[src/rtl/disp_pkg.sv]
// rtl/disp_pkg.sv - shared types and helpers for the display operand register
package disp_pkg;

  localparam int DEF_DIGIT_W = 4;
  localparam int BCD_MAX     = 9;
  localparam int MAX_DIGITS  = 16;

  typedef logic [DEF_DIGIT_W-1:0] digit_t;

  // Position of the highest set bit plus one; 0 when no bit is set.
  function automatic int sig_count(input logic [MAX_DIGITS-1:0] nz);
    int c;
    c = 0;
    for (int i = 0; i < MAX_DIGITS; i++) begin
      if (nz[i]) c = i + 1;
    end
    return c;
  endfunction

endpackage

[src/rtl/module_lz_blank.sv]
// rtl/module_lz_blank.sv - leading-zero blanking mask and significant-digit count
module module_lz_blank
  import disp_pkg::*;
#(
  parameter int N_DIGITS = 4,
  parameter int DIGIT_W  = DEF_DIGIT_W,
  parameter bit BLANK_EN = 1'b1,
  localparam int NW = $clog2(N_DIGITS + 1)
) (
  input  logic [N_DIGITS*DIGIT_W-1:0] digits,
  output logic [N_DIGITS-1:0]         blank,
  output logic [NW-1:0]               ndig
);

  logic [MAX_DIGITS-1:0] nz;

  always_comb begin
    nz = '0;
    for (int i = 0; i < N_DIGITS; i++) begin
      nz[i] = |digits[i*DIGIT_W +: DIGIT_W];
    end
  end

  assign ndig = NW'(sig_count(nz));

  // Digit i is blank exactly when nothing at or above i is significant; units never blank.
  always_comb begin
    blank = '0;
    if (BLANK_EN) begin
      for (int i = 1; i < N_DIGITS; i++) begin
        blank[i] = (int'(ndig) <= i);
      end
    end
  end

endmodule

[src/rtl/module_digit_reg_bank.sv]
// rtl/module_digit_reg_bank.sv - N-digit operand register with clear/load/push and display handshake
module module_digit_reg_bank
  import disp_pkg::*;
#(
  parameter int N_DIGITS  = 4,
  parameter int DIGIT_W   = DEF_DIGIT_W,
  parameter bit BCD_CHECK = 1'b1,
  parameter bit BLANK_EN  = 1'b1,
  localparam int NW = $clog2(N_DIGITS + 1),
  localparam int DW = N_DIGITS * DIGIT_W
) (
  input  logic               clk,
  input  logic               rst,
  input  logic               clr,
  input  logic               load,
  input  logic [DW-1:0]      digits_in,
  input  logic               push,
  input  logic [DIGIT_W-1:0] key,
  input  logic               upd_ready,
  output logic [DW-1:0]      digits_out,
  output logic [N_DIGITS-1:0] blank,
  output logic [NW-1:0]      ndig,
  output logic               full,
  output logic               err,
  output logic               upd_valid
);

  logic               key_bad;
  logic               push_ok;
  logic               push_rej;
  logic               accept;
  logic [DW-1:0]      digits_nx;
  logic [N_DIGITS-1:0] blank_nx;
  logic [NW-1:0]      ndig_nx;
  logic               upd_nx;

  assign key_bad  = BCD_CHECK && (key > DIGIT_W'(BCD_MAX));
  assign push_ok  = push && !clr && !load && !full && !key_bad;
  assign push_rej = push && !clr && !load && (full || key_bad);
  assign accept   = clr || load || push_ok;

  always_comb begin
    digits_nx = digits_out;
    if (clr)          digits_nx = '0;
    else if (load)    digits_nx = digits_in;
    else if (push_ok) digits_nx = {digits_out[DW-DIGIT_W-1:0], key};
  end

  module_lz_blank #(
    .N_DIGITS (N_DIGITS),
    .DIGIT_W  (DIGIT_W),
    .BLANK_EN (BLANK_EN)
  ) u_lz_blank (
    .digits (digits_nx),
    .blank  (blank_nx),
    .ndig   (ndig_nx)
  );

  // An accepted command always posts an update, even if it wins over a handshake.
  always_comb begin
    upd_nx = upd_valid;
    if (accept)                      upd_nx = 1'b1;
    else if (upd_valid && upd_ready) upd_nx = 1'b0;
  end

  // Mask/count only move with an accepted command, so the all-zero reset view stays unblanked.
  always_ff @(posedge clk or posedge rst) begin
    if (rst) begin
      digits_out <= '0;
      blank      <= '0;
      ndig       <= '0;
      full       <= 1'b0;
      err        <= 1'b0;
      upd_valid  <= 1'b0;
    end else begin
      err       <= push_rej;
      upd_valid <= upd_nx;
      if (accept) begin
        digits_out <= digits_nx;
        blank      <= blank_nx;
        ndig       <= ndig_nx;
        full       <= (ndig_nx == NW'(N_DIGITS));
      end
    end
  end

endmodule
[config.mk]
export PLATFORM = sky130hd
export DESIGN_NAME = module_digit_reg_bank
export DESIGN_NICKNAME = d
export VERILOG_FILES = /design/src/rtl/disp_pkg.sv /design/src/rtl/module_lz_blank.sv /design/src/rtl/module_digit_reg_bank.sv
export SDC_FILE = /design/constraint.sdc
export NUM_CORES = 1
export LEC_CHECK = 0
export CAP_MARGIN = 10
export CORE_MARGIN = 2
export CORE_UTILIZATION = 49
export CTS_BUF_LIST = sky130_fd_sc_hd__clkbuf_4
export DETAILED_ROUTE_END_ITERATION = 8
export HOLD_SLACK_MARGIN = 0.1
export PLACE_DENSITY = 0.87
export SYNTH_ARGS = -nofsm -noshare
export SYNTH_HDL_FRONTEND = slang
export SYNTH_SLANG_ARGS = --single-unit
[constraint.sdc]
create_clock -name clk -period 3.1 [get_ports clk]
set_input_delay 0.62 -clock clk [delete_from_list [all_inputs] [get_ports clk]]
set_output_delay 0.62 -clock clk [all_outputs]
set_load 0.005 [all_outputs]
== After elaboration in Yosys (flattened, before gate mapping) ==
Cells that the tools add are included.
Word-level totals
  flip-flop bits (word level): 25
  bits of input ports: 26
  output and inout bits: 26
Operators by class
  magnitude comparators: 4
  eq/ne operators: 1
  muxes and demuxes: 9
  reductions and logical operators: 18
Operator list (number)
  $mux W16: 3
  $reduce_or A4 Y1: 4
  $le A3 B2 Y1 const B: 2
  $logic_and A1 B1 Y1: 6
  $gt A4 B4 Y1 const B: 1
  $logic_not A1 Y1: 4
  $mux W2: 2
  $eq A3 B3 Y1 const B: 1
  $le A3 B1 Y1 const B: 1
  $logic_or A1 B1 Y1: 3
  $mux W1: 3
  $mux W3: 1
  $reduce_bool A2 Y1: 1

== Longest topological paths before layout ==
Gate-level depths: netlist of run 1.
  depth in word-level cells: 14
  mapped depth: 7

== By module ==
From an unflattened synthesis of run 1, not the netlist that was laid out.
Second synthesis, totals
  cells, all modules: 114
  area total of the unflattened synthesis: 1392.6 µm²
Modules (own cells, without submodules)
  module_digit_reg_bank: times used 1, cells an instance 103, area an instance 1321.3 µm²
  module_lz_blank: times used 1, cells an instance 11, area an instance 71.3 µm²

== Worst setup path before layout of run 1 ==
Ideal clock, no wire load.
  path type: input -> register
  start point: in load
  end point: reg ndig[0]
  arrival time: 1910 ps
  data required time: 2969 ps
  path slack: 1059 ps
  stages: 7
  buffers on the path: 1
  cells stage by stage: nor4b_2 > and2_4 > buf_8 > nor3b_2 > a221o_1 > o41ai_2 > o211ai_1
On the way
  longest elaborated chain between the ends: 12
RTL lines
  start, declared: line module_digit_reg_bank.sv:15  | input logic load,
  $logic_not A1 Y1: line module_digit_reg_bank.sv:38  | assign push_ok = push && !clr && !load && !full && !key_bad;
  $logic_and A1 B1 Y1 (3 in series): line module_digit_reg_bank.sv:38
  $mux W16: line module_digit_reg_bank.sv:46  | else if (push_ok) digits_nx = {digits_out[DW-DIGIT_W-1:0], key};
  $mux W16: line module_digit_reg_bank.sv:45  | else if (load) digits_nx = digits_in;
  $mux W16: line module_digit_reg_bank.sv:44  | if (clr) digits_nx = '0;
  $reduce_or A4 Y1: line module_lz_blank.sv:20  | nz[i] = |digits[i*DIGIT_W +: DIGIT_W];
  $mux W1: line disp_pkg.sv:15  | if (nz[i]) c = i + 1;
  $mux W2 (2 in series): line disp_pkg.sv:15
  $mux W3: line disp_pkg.sv:15
  end signal, assigned: line module_digit_reg_bank.sv:81  | ndig <= ndig_nx;
  end, declared: line module_digit_reg_bank.sv:22  | output logic [NW-1:0] ndig,
Parallel ways exist; a longest one is shown, timed or not.
A chain may end at the register's enable or synchronous reset.

== Worst setup path after layout of run 1 ==
  start point: in load
  end point: reg blank[1]
On the way
  longest elaborated chain between the ends: 13
RTL lines
  $logic_not A1 Y1: line module_digit_reg_bank.sv:38
  $logic_and A1 B1 Y1 (3 in series): line module_digit_reg_bank.sv:38
  $mux W16: line module_digit_reg_bank.sv:46
  $mux W16: line module_digit_reg_bank.sv:45
  $mux W16: line module_digit_reg_bank.sv:44
  $reduce_or A4 Y1: line module_lz_blank.sv:20
  $mux W1: line disp_pkg.sv:15
  $mux W2 (2 in series): line disp_pkg.sv:15
  $mux W3: line disp_pkg.sv:15
  $le A3 B1 Y1: line module_lz_blank.sv:31  | blank[i] = (int'(ndig) <= i);
  end signal, assigned: line module_digit_reg_bank.sv:80  | blank <= blank_nx;
  end, declared: line module_digit_reg_bank.sv:21  | output logic [N_DIGITS-1:0] blank,
Parallel ways exist; a longest one is shown, timed or not.

==> run metrics, run 1 <==
number of buffers created by CTS=3; commonest non-fill, non-tap cell in the layout=clkdlybuf4s50_1; RSZ-0062 raised after global routing=no; FMAX=around 400 MHz; row count=19; maximum vdd drop=0.000283 V; max incr delay on CP=approximately 480 ps; met3 wire length=roughly 220 um; maximum capacitance violations=0; Clock Root Buffer=clkbuf_4; Nets=about 220; critical path class=in2reg; Pre-antenna DRT Iters=4; syn nets=175; worst min path class=reg2reg; Netlist cell types=39; slowest stage cell on the critical path=nor4_1; vias in the first global route=~1300; status=finished clean; GPL Wtd Cong=approximately 0.83; CP Cell Sequence=clkdlybuf4s50_1, nor4b_2, and2_4, o311ai_0, nor4_1, and2_1, a221o_1; starting density of the core=roughly 51%; Synth top area share=44.3%; minimum clock period=2470 ps; Leak Pwr=slightly above 0.0008 uW; Power Density=around 370 mW/mm^2; DR WL/cell=~16 um; final core utilization=a little over two thirds; CTS tree=done; wl on met1=1530 um; CTS resizes=0; die extent in y=approximately 58 um; cts hold-fix bufs=0; final setup TNS=0 ps; DRC errors left=0; register area share after synthesis=44.3%; Syn Area/Cell=around 9.5 um^2; antenna violations before repair=0; layout cells sized above 1=between 8 and 9%; Synth Warn #=0; synthesis-to-finish area growth=37.1%; vias per std cell=approximately 5.6; clock sinks=25; # port buffers=50; total power=just over 700 uW; via count=between 1000 and 1500; Routed Antenna Nets=0; final setup fails=0; CP Buf/Inv Count=1; DR WL met2=between 1500 and 2000 um; commonest non-fill, non-tap cells in the layout=50 x clkdlybuf4s50_1, 25 x dfrtp_1, 18 x inv_1, 14 x and2_1, 13 x nand2_1; area leader, netlist=dfrtp_1; GRT overflow=0; largest net degree at the start of global routing=38; Worst Skew=roughly 1.6 ps; CTS max path bufs=2; Worst Setup End Kind=register; Post-Synthesis Cell Area=between 0.001 and 0.0015 mm^2; Core Area=about 0.0028 mm^2; DPL Wire Length=~2800 um; Pins Over Slew Limit=0; H-tree depth=1; Slew Limit Headroom=about two fifths; Worst EP required=around 3400 ps; I/O pin count=52; Ant. Diodes=0; Die W=between 50 and 60 um; global-route wire length before repair=~5900 um; Slew @ Worst Pin=~900 ps; period utilisation layout=slightly below 80%; Area contributors post-synth=dfrtp_1 44%, and2_1 6.2%, inv_1 4.8%; Yosys reg bits=25; Post-Route WL=about 3600 um; Startpoint Class=primary input; top sig layer=met4; Initial DRC Count=37; critical path arrival=2750 ps; post-CTS setup repair buffer count=0; ys async rst share=between 90% and 100%; Hold Vio Cnt, Final=0; Post-synth EDFFs=0; Reg clk slew, reported paths=approximately 130 ps; Worst path top cell family by delay=simple AND/OR/NAND/NOR gates; worst skew pair latency=approximately 330 ps; Post-Synthesis Cells=149; crit-path max FO=12; GRT Total Usage=23.3%; Primary FF master, synth=dfrtp_1; Die Area=approximately 0.0033 mm^2
report_power, final:
part | total, uW | switching (uW) | internal [uW]
logic | 192 | 84.3 | 108
registers | 370 | 20.3 | 350
clock network | 161 | 102 | 59.4
total | 723 | 206 | 517
worst paths after layout:
check	from	end	slack, ps	cells past startpoint
max in group asynchronous	rst	digits_out[4]	1790	2
min in group asynchronous	rst	digits_out[1]	760	2
worst max register to register	full	blank[1]	900	6
worst max-delay path	load	blank[1]	630	7
worst min register to register	blank[3]	blank[3]	530	1
worst min-delay path	blank[3]	blank[3]	530	1
worst reg2reg max path, stage by stage, from the launching register on:
cell and delay [ps]:
dfrtp_1 440, nor4b_2 390, and2_4 290, o311ai_0 180
nor4_1 480, and2_1 220, a221o_1 140
kinds of logic after synthesis:
kind of cell    after synthesis  share of synthesized area, %
mux                           1                         0.709
other cells                   1                         0.266
flops                        25                          44.3
buf+inv                      29                          10.1
compound gates               32                          20.5
simple gates                 61                          24.1
cells in the mapped netlist (2+ instances only):
master,number
a21oi_1,9
a221o_1,4
and2_1,14
buf_2,3
buf_4,3
clkbuf_1,3
dfrtp_1,25
inv_1,18
nand2_1,13
nand3_1,10
nor2_1,8
nor2b_1,3
nor3_1,3
nor3b_1,2
o311ai_0,2
o311ai_1,5
o311ai_4,2
state kept, by name, summed over array words and instances, names as in the netlist:
signal      cells
full            1
digits_out     16
ndig            3
blank           3
err             1
upd_valid       1
routing by layer:
| metal | GRT usage [%] | vias up |
|---|---|---|
| li1 | - | 605 |
| met1 | 30.4 | 621 |
| met2 | 39.4 | 47 |
| met3 | 3.79 | 5 |
| met4 | 7.97 | 0 |
| met5 | 0 | - |
metrics by stage:
stage | hold slack [ps] | setup WS, ps | std cells | cell area [um^2]
2_1_floorplan | 474 | 1060 | 149 | 1410
5_1_grt | 558 | 510 | 227 | 1940
4_1_cts | 536 | 642 | 227 | 1940
3_3_place_gp | 464 | 375 | 223 | 1910
6_report | 526 | 634 | 227 | 1940
3_5_place_dp | 499 | 307 | 223 | 1910
final cells by class:
type	count	area, um^2
Multi-Input combinational cell	95	643
Tap cell	31	38.8
Timing Repair Buffer	54	531
Inverter	18	67.6
Sequential cell	25	626
Clock buffer	4	30.0
Fill cell	220	822
No activity file was read; power rests on OpenSTA's default activity.
==> run 2: changes to the inputs <==
--- a/config.mk
+++ b/config.mk
@@ -7,11 +7,11 @@
 export LEC_CHECK = 0
 export CAP_MARGIN = 10
 export CORE_MARGIN = 2
-export CORE_UTILIZATION = 49
+export CORE_UTILIZATION = 41
 export CTS_BUF_LIST = sky130_fd_sc_hd__clkbuf_4
 export DETAILED_ROUTE_END_ITERATION = 8
 export HOLD_SLACK_MARGIN = 0.1
-export PLACE_DENSITY = 0.87
+export PLACE_DENSITY = 0.78
 export SYNTH_ARGS = -nofsm -noshare
 export SYNTH_HDL_FRONTEND = slang
 export SYNTH_SLANG_ARGS = --single-unit
==> constraint.sdc (replaced) <==
create_clock -name clk -period 2.1 [get_ports clk]
set_input_delay 0.42 -clock clk [delete_from_list [all_inputs] [get_ports clk]]
set_output_delay 0.42 -clock clk [all_outputs]
set_load 0.005 [all_outputs]
==> run 2 against run 1 <==
Net effect:
- cell area increased by 15%
- count of clock-buffer cells in the layout decreased by 1
- largest cell class unchanged
- flip-flop and latch count unchanged
- global-route usage decreased by 4.4 points
==> run metrics, run 2 (same netlist as run 1, synthesis figures left out) <==
Nets=242 (+8.5%); maximum capacitance violations=0 (unchanged); worst min path class=in2reg; clock sinks=25 (unchanged); layout cells sized above 1=22.8% (+14 points); Die W=62.7 um (+8.7%); commonest non-fill, non-tap cells in the layout=47 x clkdlybuf4s50_1, 24 x dfrtp_1, 19 x buf_4, 18 x inv_1; Initial DRC Count=77 (+110%); DRC errors left=0 (unchanged); GPL Wtd Cong=0.823 (-0.94%); Worst Setup End Kind=register; Worst Skew=17.4 ps (+15.9 ps); minimum clock period=2060 ps; critical path class=reg2reg; maximum vdd drop=0.000346 V (+22%); Core Area=0.00331 mm^2 (+20%); crit-path max FO=6 (-6); antenna violations before repair=0 (unchanged); CP Cell Sequence=nor4b_4, and2_4, o311ai_4, nor4_1, buf_4, and2_1, a221o_1; final core utilization=67.1% (-3.1 points); status=finished clean; Die Area=0.00393 mm^2 (+18%); global-route wire length before repair=5970 um (+0.93%); final setup fails=0 (unchanged); Post-Route WL=4000 um (+10%); Routed Antenna Nets=0 (unchanged); synthesis-to-finish area growth=57.4%; # port buffers=50 (unchanged); final std cells w/o fill=261 (+15%); number of buffers created by CTS=3 (unchanged); FMAX=approximately 480 MHz; vias per std cell=5.34 (-5.1%); Largest regs=digits_out (16), blank (3), ndig (3); max incr delay on CP=460 ps (-20 ps); die extent in y=62.7 um (+8.7%); Power Density=509 mW/mm^2 (+36%); period utilisation layout=about 100%; I/O pin count=52 (unchanged); Clock Root Buffer=clkbuf_4; Pins Over Slew Limit=0 (unchanged); GRT Total Usage=18.9% (-4.4 points); Top reg by flops=digits_out; vias in the first global route=1327 (+4.9%); CTS max path bufs=2 (unchanged); final worst setup slack=38.1 ps (-596 ps); slowest stage cell on the critical path=dfrtp_2; DR WL/cell=15.3 um (-4.0%); Leak Pwr=0.000970 uW (+18%); RSZ-0062 raised after global routing=yes; Pre-antenna DRT Iters=5 (+1); Ant. Diodes=0 (unchanged); DPL Wire Length=2800 um (+1.2%); max reg flops=16 (unchanged); largest net degree at the start of global routing=26 (-32%); Worst EP required=2380 ps (-1000 ps); Hold Vio Cnt, Final=0 (unchanged); via count=1394 (+9.1%); commonest non-fill, non-tap cell in the layout=clkdlybuf4s50_1; worst skew pair latency=340 ps (about the same); GRT overflow=0 (unchanged); Post-Place Worst Slack=-405 ps (-712 ps); CTS tree=done; row count=21 (+2); Startpoint Class=register; Reg clk slew, reported paths=130 ps (about the same); cts hold-fix bufs=0 (unchanged); critical path arrival=2340 ps (-410 ps); Inst Count DP=252 (+13%); starting density of the core=42.6% (-8.5 points); H-tree depth=1 (unchanged)
## run 2: changes by cell type in the layout (fill, tap and decap cells not counted), sizes merged
cell           change
dlymetal6s2s       +3
clkdlybuf4s50      -3
clkinvlp           +1
and2               +1
clkbuf             -1
buf               +18
## run 2: layout make-up
cell class	count	area, um^2
Inverter	18	67.6
Multi-Input combinational cell	96	746
Clock buffer	3	22.5
Timing Repair Buffer	72	693
Fill cell	266	1090
Clock inverter	1	7.51
Tap cell	46	57.6
Sequential cell	25	627
## run 2: layer usage
metal  share of wire [%]  track usage (%)  wire length [um]
met1                  44             24.9              1760
met5                   0                0                 0
met2                  50             30.9              2010
met3                 4.9             3.60               196
met4                0.80             7.22                32
## run 2: per-stage QoR
| stage | setup TNS, ps | hold WS, ps | total power (uW) | instance area, um^2 |
|---|---|---|---|---|
| after floorplan | 0 | 447 | 687 | 1410 |
| after global placement | -1960 | 463 | 859 | 2040 |
| after detailed placement | -2510 | 476 | 867 | 2040 |
| after CTS | 0 | 400 | 1100 | 2080 |
| after global routing | -51.5 | 359 | 1180 | 2220 |
| final | 0 | 364 | 1130 | 2220 |
## run 2: worst max-delay path, delay by kind of cell, from the launching register on
family,cells,cell delay [ps]
buf+inv,1,170
flops,1,460
simple gates,4,1140
compound gates,2,240
## run 2: what timing repair did
| action | 4_1_cts | 5_1_grt |
|---|---|---|
| gates cloned | 0 | 2 |
| setup endpoints to repair | 4 | 4 |
| pin swaps | 1 | 4 |
| buffers inserted | 1 | 2 |
| resized for setup | 2 | 23 |
## run 2: path summary, 6_finish.rpt
check                               from         to  slack [ps]  depth (start not counted)
min in group asynchronous            rst  upd_valid         390                          3
worst min register to register  blank[3]   blank[3]         500                          1
max in group asynchronous            rst       full        1430                          3
worst max register to register      full   blank[1]          40                          7
worst max-delay path                full   blank[1]          40                          7
worst min-delay path                push        err         360                          3
## run 2: power by group
group	switching [uW]	leakage (uW)	internal (uW)
Sequential	31.1	0.000320	517
Clock	159	0.0000139	73.2
Combinational	147	0.000635	203
Total	337	0.000970	793
==> run 3: changes to the inputs <==
--- a/config.mk
+++ b/config.mk
@@ -6,12 +6,14 @@
 export NUM_CORES = 1
 export LEC_CHECK = 0
 export CAP_MARGIN = 10
+export CELL_PAD_IN_SITES_DETAIL_PLACEMENT = 1
+export CELL_PAD_IN_SITES_GLOBAL_PLACEMENT = 1
 export CORE_MARGIN = 2
-export CORE_UTILIZATION = 41
+export CORE_UTILIZATION = 30
 export CTS_BUF_LIST = sky130_fd_sc_hd__clkbuf_4
 export DETAILED_ROUTE_END_ITERATION = 8
 export HOLD_SLACK_MARGIN = 0.1
-export PLACE_DENSITY = 0.78
+export PLACE_DENSITY = 0.77
 export SYNTH_ARGS = -nofsm -noshare
 export SYNTH_HDL_FRONTEND = slang
 export SYNTH_SLANG_ARGS = --single-unit
==> run 3 against run 2 <==
Net effect:
- the run now ends with negative setup slack left
- wire length grew 33%
- worst setup slack got worse by 150 ps
- clock power increased by 9.9%
- sequential power barely moved
- die area is 34% higher
- register-to-register slack worse by 80 ps
- flip-flop and latch count did not move
- clock skew shrank 13 ps
- combinational power rose by 5%
- critical path depth unchanged
- largest power group unchanged
- via count up 0.79%
- core utilization down 16 points
==> run metrics, run 3 (same netlist as run 1, synthesis figures left out) <==
Worst Hold Path EP=err; final core utilization=51.0% (-16 points); layout cells sized above 1=23.4% (+0.60 points); synthesis-to-finish area growth=60.6%; antenna violations before repair=0 (unchanged); DRC errors left=0 (unchanged); Startpoint Class=primary input; maximum vdd drop=0.000249 V (-28%); commonest non-fill, non-tap cell in the layout=clkdlybuf4s50_1; max reg flops=16 (unchanged); Ant. Diodes=0 (unchanged); crit-path max FO=7 (+1); Nets=245 (+1.2%); GPL Wtd Cong=0.855 (+3.9%); Leak Pwr=0.000997 uW (+2.8%); hold path cells=3 (unchanged); worst skew pair latency=340 ps (about the same); Core Area=0.00444 mm^2 (+34%); R2R Setup Slk=-40 ps (-80 ps); FMAX=451 MHz (-6.9%); r2r startpoint=full; DPL Wire Length=3500 um (+25%); final setup fails=2 (+2); clock sinks=25 (unchanged); minimum clock period=2220 ps (+153 ps); period utilisation layout=105% (+7.3 points); Reg clk slew, reported paths=170 ps (+40 ps); cts hold-fix bufs=0 (unchanged); Die W=72.6 um (+16%); Post-Route WL=5330 um (+33%); Worst EP required=2370 ps (about the same); vias per std cell=5.20 (-2.6%); I/O pin count=52 (unchanged); Critical path origin=key[1]; Die Area=0.00527 mm^2 (+34%); Top reg by flops=digits_out; CTS tree=done; Post-Place Worst Slack=-561 ps (-156 ps); Initial DRC Count=77 (unchanged); GRT Total Usage=18.6% (-0.39 points); global-route wire length before repair=7560 um (+27%); critical path class=in2reg; commonest non-fill, non-tap cells in the layout=47 x clkdlybuf4s50_1, 25 x dfrtp_1, 21 x buf_4, 18 x inv_1, 13 x nand2_1; die extent in y=72.6 um (+16%); critical path arrival=2480 ps (+140 ps); Pre-antenna DRT Iters=4 (-1); status=finished with violations; RSZ-0062 raised after global routing=yes; row count=24 (+14%); Worst Setup End Kind=register; Power Density=518 mW/mm^2 (+1.7%); Worst Reg-to-Reg Cells=9 (+2); Clock Root Buffer=clkbuf_4; vias in the first global route=1484 (+12%); capture point of the worst reg-to-reg path=ndig[0]; DR WL/cell=19.7 um (+29%); CTS max path bufs=2 (unchanged); maximum capacitance violations=0 (unchanged); H-tree depth=1 (unchanged); Pins Over Slew Limit=0 (unchanged); starting density of the core=31.8% (-11 points); Largest regs=digits_out (16), blank (3), ndig (3); final worst setup slack=-115 ps (-153 ps); worst min path class=in2reg; via count=1405 (+0.79%); GRT overflow=0 (unchanged); # port buffers=50 (unchanged); largest net degree at the start of global routing=26 (unchanged); failing checks=negative setup slack; Hold Vio Cnt, Final=0 (unchanged); Worst Hold Launch=push; Routed Antenna Nets=0 (unchanged); Worst Skew=4.17 ps (-13.3 ps); number of buffers created by CTS=3 (unchanged)
-- run 3: layout make-up --
cell class	count	area (um^2)
inverters	18	67.6
clock buffers	3	22.5
fillers	511	2180
multi-input cells	96	758
repair buffers	75	719
well taps	52	65.1
flip-flops and latches	25	626
clock inverters	1	8.76
-- run 3: what timing repair did --
item	in CTS	in global routing
buffers inserted	3	2
endpoints found under the setup margin	4	4
pin swaps	2	4
resized for setup	6	20
gates cloned	0	2
-- run 3: per-stage QoR --
| step | TNS [ps] | std cells | hold slack, ps | instance area [um^2] | total power, uW |
|---|---|---|---|---|---|
| 6_report | -125 | 270 | 360 | 2270 | 1170 |
| 5_1_grt | -294 | 270 | 368 | 2270 | 1220 |
| 2_1_floorplan | 0 | 149 | 447 | 1410 | 687 |
| 3_3_place_gp | -1640 | 259 | 478 | 2060 | 867 |
| 3_5_place_dp | -3340 | 259 | 486 | 2060 | 880 |
| 4_1_cts | -69.3 | 266 | 433 | 2140 | 1140 |
-- run 3: how the worst max path moves through the flow --
stage / endpoint / depth (start not counted) / slack (ps)
after floorplan: ndig[0] / 7 / 250
after global placement: blank[1] / 7 / -360
after detailed placement: blank[1] / 7 / -560
after CTS: ndig[0] / 8 / -40
after global routing: ndig[0] / 7 / -150
final: ndig[0] / 7 / -120
-- run 3: where the power goes --
group	switching [uW]	leakage (uW)	internal (uW)	total, uW
Combinational	163	0.000658	206	369
Clock	177	0.0000183	78.0	255
Sequential	33.0	0.000321	516	549
Total	373	0.000997	800	1170
-- run 3: routing by layer --
layer,vias up,global-route usage [%],part of all wire (%)
li1,657,-,-
met5,-,0,0
met3,4,3.73,4.1
met2,45,32.2,52
met4,0,2.47,0.32
met1,699,24.5,43
-- run 3: critical path, cell delays in order --
cell and delay, ps:
clkdlybuf4s50_1 550, o21ai_4 130, and2_2 260, o311ai_4 280, nand2_1 160, or4_1 560, o211ai_1 120
